<file path="src/rtl/baud_ctrl_pkg.sv">
// Shared types and constants for the UART baud-tick controller.
package baud_ctrl_pkg;

  typedef enum logic [1:0] {
    ST_IDLE = 2'd0,
    ST_RUN  = 2'd1,
    ST_PEND = 2'd2
  } state_e;

  // Smallest divisor that still yields a distinct tick period.
  localparam int unsigned MIN_DIV = 2;

endpackage

</file>
<file path="src/rtl/prog_mod_counter.sv">
// Up-counter with a runtime terminal count, synchronous clear and count enable.
// max_count is the last value before wrapping (modulus - 1), so a modulus of
// 2^W still fits in W bits.
module prog_mod_counter #(
  parameter int unsigned W = 8
) (
  input  logic         clk,
  input  logic         reset,
  input  logic         clear,
  input  logic         en,
  input  logic [W-1:0] max_count,
  output logic [W-1:0] count,
  output logic         max_tick
);

  assign max_tick = (count == max_count);

  // Count up while enabled, wrap after max_count; reset/clear win over counting.
  always_ff @(posedge clk) begin
    if (reset || clear) begin
      count <= '0;
    end else if (en) begin
      count <= max_tick ? '0 : count + 1'b1;
    end
  end

endmodule

</file>
<file path="src/rtl/baud_rate_ctrl.sv">
// UART baud-tick controller: programmable sample-tick divider plus a
// divide-by-OVS bit-tick stage. New divisors arrive over valid/ready and only
// take effect at a sample-counter wrap (or when the generator is stopped).
// Optional build macro BAUD_CTRL_SYNC_RESTART_EN: applying a pending divisor
// while running also restarts the oversample counter.
module baud_rate_ctrl #(
  parameter int unsigned N           = 8,
  parameter int unsigned DEFAULT_DIV = 163,
  parameter int unsigned OVS         = 16,
  parameter int unsigned OVS_W       = 4
) (
  input  logic         i_clk,
  input  logic         i_reset,
  input  logic         i_enable,
  input  logic         i_cfg_valid,
  input  logic [N-1:0] i_cfg_div,
  output logic         o_cfg_ready,
  output logic         o_cfg_err,
  output logic         o_sample_tick,
  output logic         o_bit_tick,
  output logic [N-1:0] o_cur_div,
  output logic         o_busy
);

  import baud_ctrl_pkg::*;

  state_e         state_q;
  logic [N-1:0]   cur_div_q;
  logic [N-1:0]   pend_div_q;
  logic           cfg_err_q;

  logic           cfg_ready;
  logic           xfer;
  logic           legal;
  logic           busy;

  logic [N-1:0]     cnt;
  logic [N-1:0]     cnt_max;
  logic             cnt_max_tick;
  logic             cnt_clear;
  logic             sample_tick;

  logic [OVS_W-1:0] ovs_cnt;
  logic [OVS_W-1:0] ovs_max;
  logic             ovs_max_tick;
  logic             ovs_clear;

  assign cfg_ready   = (state_q != ST_PEND);
  assign xfer        = i_cfg_valid & cfg_ready;
  assign legal       = (32'(i_cfg_div) >= MIN_DIV);
  assign busy        = (state_q != ST_IDLE);

  assign cnt_max     = cur_div_q - N'(1);
  assign ovs_max     = OVS_W'(OVS - 1);
  assign sample_tick = busy & cnt_max_tick;

  // Stopped or stopping: both counters return to zero on the next edge.
  assign cnt_clear   = (state_q == ST_IDLE) | ~i_enable;
`ifdef BAUD_CTRL_SYNC_RESTART_EN
  assign ovs_clear   = cnt_clear | ((state_q == ST_PEND) & sample_tick);
`else
  assign ovs_clear   = cnt_clear;
`endif

  prog_mod_counter #(
    .W (N)
  ) u_sample_cnt (
    .clk       (i_clk),
    .reset     (i_reset),
    .clear     (cnt_clear),
    .en        (busy),
    .max_count (cnt_max),
    .count     (cnt),
    .max_tick  (cnt_max_tick)
  );

  prog_mod_counter #(
    .W (OVS_W)
  ) u_ovs_cnt (
    .clk       (i_clk),
    .reset     (i_reset),
    .clear     (ovs_clear),
    .en        (sample_tick),
    .max_count (ovs_max),
    .count     (ovs_cnt),
    .max_tick  (ovs_max_tick)
  );

  // Control FSM: divisor register, pending slot and illegal-divisor flag.
  always_ff @(posedge i_clk) begin
    if (i_reset) begin
      state_q    <= ST_IDLE;
      cur_div_q  <= N'(DEFAULT_DIV);
      pend_div_q <= '0;
      cfg_err_q  <= 1'b0;
    end else begin
      cfg_err_q <= xfer & ~legal;
      unique case (state_q)
        ST_IDLE: begin
          if (xfer && legal) cur_div_q <= i_cfg_div;
          if (i_enable) state_q <= ST_RUN;
        end
        ST_RUN: begin
          if (!i_enable) begin
            // Stopping anyway, so a divisor offered now can be applied at once.
            if (xfer && legal) cur_div_q <= i_cfg_div;
            state_q <= ST_IDLE;
          end else if (xfer && legal) begin
            pend_div_q <= i_cfg_div;
            state_q    <= ST_PEND;
          end
        end
        ST_PEND: begin
          if (!i_enable) begin
            cur_div_q <= pend_div_q;
            state_q   <= ST_IDLE;
          end else if (sample_tick) begin
            cur_div_q <= pend_div_q;
            state_q   <= ST_RUN;
          end
        end
        default: state_q <= ST_IDLE;
      endcase
    end
  end

  // Counters never run past the divisor in effect.
  a_cnt_range : assert property (@(posedge i_clk) disable iff (i_reset) cnt <= cnt_max);
  a_ovs_range : assert property (@(posedge i_clk) disable iff (i_reset) ovs_cnt <= ovs_max);

  assign o_cfg_ready   = cfg_ready;
  assign o_cfg_err     = cfg_err_q;
  assign o_sample_tick = sample_tick;
  assign o_bit_tick    = sample_tick & ovs_max_tick;
  assign o_cur_div     = cur_div_q;
  assign o_busy        = busy;

endmodule

</file>
<file path="config.mk">
export PLATFORM = sky130hd
export DESIGN_NAME = baud_rate_ctrl
export DESIGN_NICKNAME = d
export VERILOG_FILES = /design/src/rtl/baud_ctrl_pkg.sv /design/src/rtl/prog_mod_counter.sv /design/src/rtl/baud_rate_ctrl.sv
export SDC_FILE = /design/constraint.sdc
export NUM_CORES = 1
export LEC_CHECK = 0
export CELL_PAD_IN_SITES_DETAIL_PLACEMENT = 1
export CELL_PAD_IN_SITES_GLOBAL_PLACEMENT = 2
export CORE_MARGIN = 2
export CORE_UTILIZATION = 40
export CTS_BUF_LIST = sky130_fd_sc_hd__clkbuf_8
export DETAILED_ROUTE_END_ITERATION = 8
export DONT_BUFFER_PORTS = 1
export PLACE_DENSITY = 0.83
export SYNTH_ARGS = -nofsm -noshare
export SYNTH_HDL_FRONTEND = slang
export SYNTH_SLANG_ARGS = --single-unit
</file>
<file path="constraint.sdc">
create_clock -name i_clk -period 3.3 [get_ports i_clk]
set_input_delay 0.825 -clock i_clk [delete_from_list [all_inputs] [get_ports i_clk]]
set_output_delay 0.825 -clock i_clk [all_outputs]
set_load 0.02 [all_outputs]
</file>
==> out/qor.yml <==
logic_synthesis:
  syn-mean-instance-area_sq_um: 8.809
  synth_most_common_cell: "sky130_fd_sc_hd__dfxtp_1"
  synth_cell_type_count: 49
  synth-async-reset-ratio_pct: 0
  gate_count_of_the_mapped_netlist: 199
  synth_flop_cell: "sky130_fd_sc_hd__dfxtp_1"
  netlist_top_cells_area: "sky130_fd_sc_hd__dfxtp_1, sky130_fd_sc_hd__mux2i_1, sky130_fd_sc_hd__xnor2_1"
  synth_seq_area_share_pct: 35.40
  synth.cell_area_sq_mm: 0.001753
  synth.top_cell.area_share_pct: 35.40
  synth_warnings: 0
  synth_net_count: 214
  ys_seq_elements: 31
  synth_common_cells: "sky130_fd_sc_hd__dfxtp_1, sky130_fd_sc_hd__nor2_1, sky130_fd_sc_hd__mux2i_1"
  netlist.top_cell.by_area: "sky130_fd_sc_hd__dfxtp_1"
  number_of_flops_mapped_to_enable_cells_by_yosys: 0
setup_path:
  crit_fanout: 7
  r2r_cells: 7
  worstPathRequired_ps: 2470
  crit_path_capture_type: "output pin"
  crit_arrival_ps: 2330
  setup.reg_to_reg.worst_slack_ps: 630
  setup.worst_path.class: "reg2out"
  crit-reg2reg-capture: "o_cur_div[1]$_SDFFE_PP1P_"
  critical_path.startpoint_type: "flip-flop"
  r2r_start: "o_cur_div[0]$_SDFFE_PP1P_"
die:
  initial_utilization_pct: 40.82
  core_area_sq_mm: 0.004294
  row_count: 24
  die_y_um: 70.20
  floorplan.die_area_sq_mm: 0.004928
  chip_width_um: 70.20
  floorplan.io_pins: 25
power_and_ir_drop:
  maximum_resistive_drop_on_vdd_uv: 281.6
  static-leakage-power_uw: 0.0006927
  powerDensity_mw_per_mm2: 466.1
routing:
  via_per_inst: 5.888
  num_vias: 1525
  avgRoutedWirePerCell_um: 18.81
  remaining_drc_errors: 0
  drtAntennaViolNets: 0
  finalWirelength_mm: 4.873
  drt_first_iter_violations: 54
  drtPass1Iterations: 4
hold_path:
  min_path_cells: 2
  timing.hold.worst_endpoint: "o_cur_div[3]$_SDFFE_PP0P_"
  timing.hold.worst.start: "pend_div_q[3]$_SDFFE_PP0P_"
  min-delay-path-class: "reg2reg"
sta:
  slew_viol_final: 0
  timing.max_slew.rel_slack_pct: 61.21
  setup_viol: 0
  fin_crit_sh_pct: 95.51
  post_route_minimum_period_ps: 3152
  worst-slew-pin-transition_ps: 581.9
  post_route_worst_hold_slack_ps: 508.2
  clock-skew-final_ps: 7.945
  max_clock_freq_ghz: 0.3173
  rsz0062_at_grt: "false"
  hold_viol: 0
  tns_ps: 0
cts:
  hold_buffers: 0
  number_of_clock_sinks: 31
  cts_tree: "yes"
  cts_inserted_buffers: 5
  ctsHtreeMaxLevel: 2
  post_cts_buffers: 0
  clock_insertion_delay_worst_skew_ps: 280
  clock_path_buffers: 2
  clk_pin_slew_ps: 70
  cts-root-buf: "sky130_fd_sc_hd__clkbuf_8"
place:
  postPlaceCellArea_sq_mm: 0.001853
  io_buffer_count: 0
  dpl.hpwl_mm: 3.675
  finalWeightedCongestion: 0.7760
global_routing:
  number_of_antenna_violations_at_the_first_check_in_global_routing: 0
  track_usage_pct: 21.32
  grt_first_pass_wirelength_mm: 8.431
  global_route.overflow_total: 0
  via_count_of_the_first_global_routing_pass: 1656
  grt_max_degree: 15
flow_run:
  maxCapViolations: 0
final_layout:
  syn_to_final_growth_pct: 13.99
  drive_gt1_share_pct: 16.43
  post-route-cell-area_sq_mm: 0.001998
  final_core_util_pct: 46.53
  layout.nets: 221
  n_antenna_cell: 0
status:
  status: "complete, no violations"
-- sequential cells by signal, indices dropped and copies added, names as in the netlist --
name                flops
o_cfg_err               1
state_q                 2
u_ovs_cnt.count         4
pend_div_q              8
u_sample_cnt.count      8
o_cur_div               8
-- layout make-up --
cell class / instances / area [sq um]
clock inverters: 2 / 35.03
inverters: 9 / 33.78
repair buffers: 10 / 75.07
multi-input cells: 149 / 1084
clock buffers: 6 / 82.58
flip-flops and latches: 31 / 623.1
well taps: 52 / 65.06
fillers: 506 / 2296
-- critical path, cell delays in order, from the launching register on --
cell and delay (ps):
sky130_fd_sc_hd__dfxtp_2 360, sky130_fd_sc_hd__inv_1 70, sky130_fd_sc_hd__ha_2 210, sky130_fd_sc_hd__nor3b_4 220, sky130_fd_sc_hd__or3b_4 420, sky130_fd_sc_hd__a211o_4 380
sky130_fd_sc_hd__nor4_2 210, sky130_fd_sc_hd__buf_4 180
-- power by group --
group	internal, uW	switching (uW)
Clock	244	149
Sequential	388	20.5
Combinational	51.9	77.8
Total	684	247
-- layout by cell type, fill, tap and decap left out, types with 4 or more instances in the layout --
cell and count:
sky130_fd_sc_hd__buf_4 10, sky130_fd_sc_hd__xor2_1 5, sky130_fd_sc_hd__o211ai_1 7, sky130_fd_sc_hd__clkbuf_8 6, sky130_fd_sc_hd__nand3_1 5, sky130_fd_sc_hd__xnor2_1 9
sky130_fd_sc_hd__inv_1 8, sky130_fd_sc_hd__nor3b_1 4, sky130_fd_sc_hd__nor3_1 9, sky130_fd_sc_hd__nand2_1 5, sky130_fd_sc_hd__nor2_1 15, sky130_fd_sc_hd__a31oi_1 4
sky130_fd_sc_hd__o21ai_0 8, sky130_fd_sc_hd__a21oi_1 12, sky130_fd_sc_hd__mux2i_1 13, sky130_fd_sc_hd__nand4_1 7, sky130_fd_sc_hd__dfxtp_1 29, sky130_fd_sc_hd__a221o_1 4
-- routing by layer --
| metal | global-route usage (%) | wire length [um] | vias up |
|---|---|---|---|
| met1 | 28.16 | 2283 | 737 |
| li1 | - | - | 756 |
| met4 | 3.846 | 7 | 0 |
| met3 | 5.916 | 229 | 2 |
| met5 | 0 | 0 | - |
| met2 | 35.24 | 2353 | 30 |
-- through the flow --
stage               instances  worst slack [ps]  total power (uW)
floorplan                 199             61.76             508.8
global placement          251             261.9             536.4
detailed placement        251             172.5             541.0
CTS                       259             24.62             939.9
global route              259             3.299             974.9
finish                    259             148.1             931.3
-- cell families after synthesis --
group                      Yosys count  share of synthesized area, %
AOI/OAI and AO/OA                   49                         19.56
xor gates and xnor gates            14                         6.995
adders and majority gates            3                         2.142
buffers and inverters               19                         4.568
DFF                                 31                         35.40
muxes                               16                         9.350
and+or+nand+nor                     67                         21.98
-- timing repair --
item,in CTS,in global routing
setup endpoints to repair,2,1
endpoints found under the hold margin,0,0
gates cloned,0,0
gates resized for setup,6,2
pin swaps,0,1
-- worst max-delay path by stage --
stage / depth (start not counted) / start / slack (ps) / endpoint
floorplan: 7 / o_cur_div[2]$_SDFFE_PP0P_ / 60 / o_bit_tick
global placement: 7 / o_cur_div[0]$_SDFFE_PP1P_ / 260 / o_bit_tick
detailed placement: 7 / o_cur_div[0]$_SDFFE_PP1P_ / 170 / o_bit_tick
CTS: 6 / o_cur_div[3]$_SDFFE_PP0P_ / 20 / o_bit_tick
global route: 7 / o_cur_div[0]$_SDFFE_PP1P_ / 3 / o_bit_tick
finish: 7 / o_cur_div[0]$_SDFFE_PP1P_ / 150 / o_bit_tick
No activity file was read; power rests on OpenSTA's default activity.
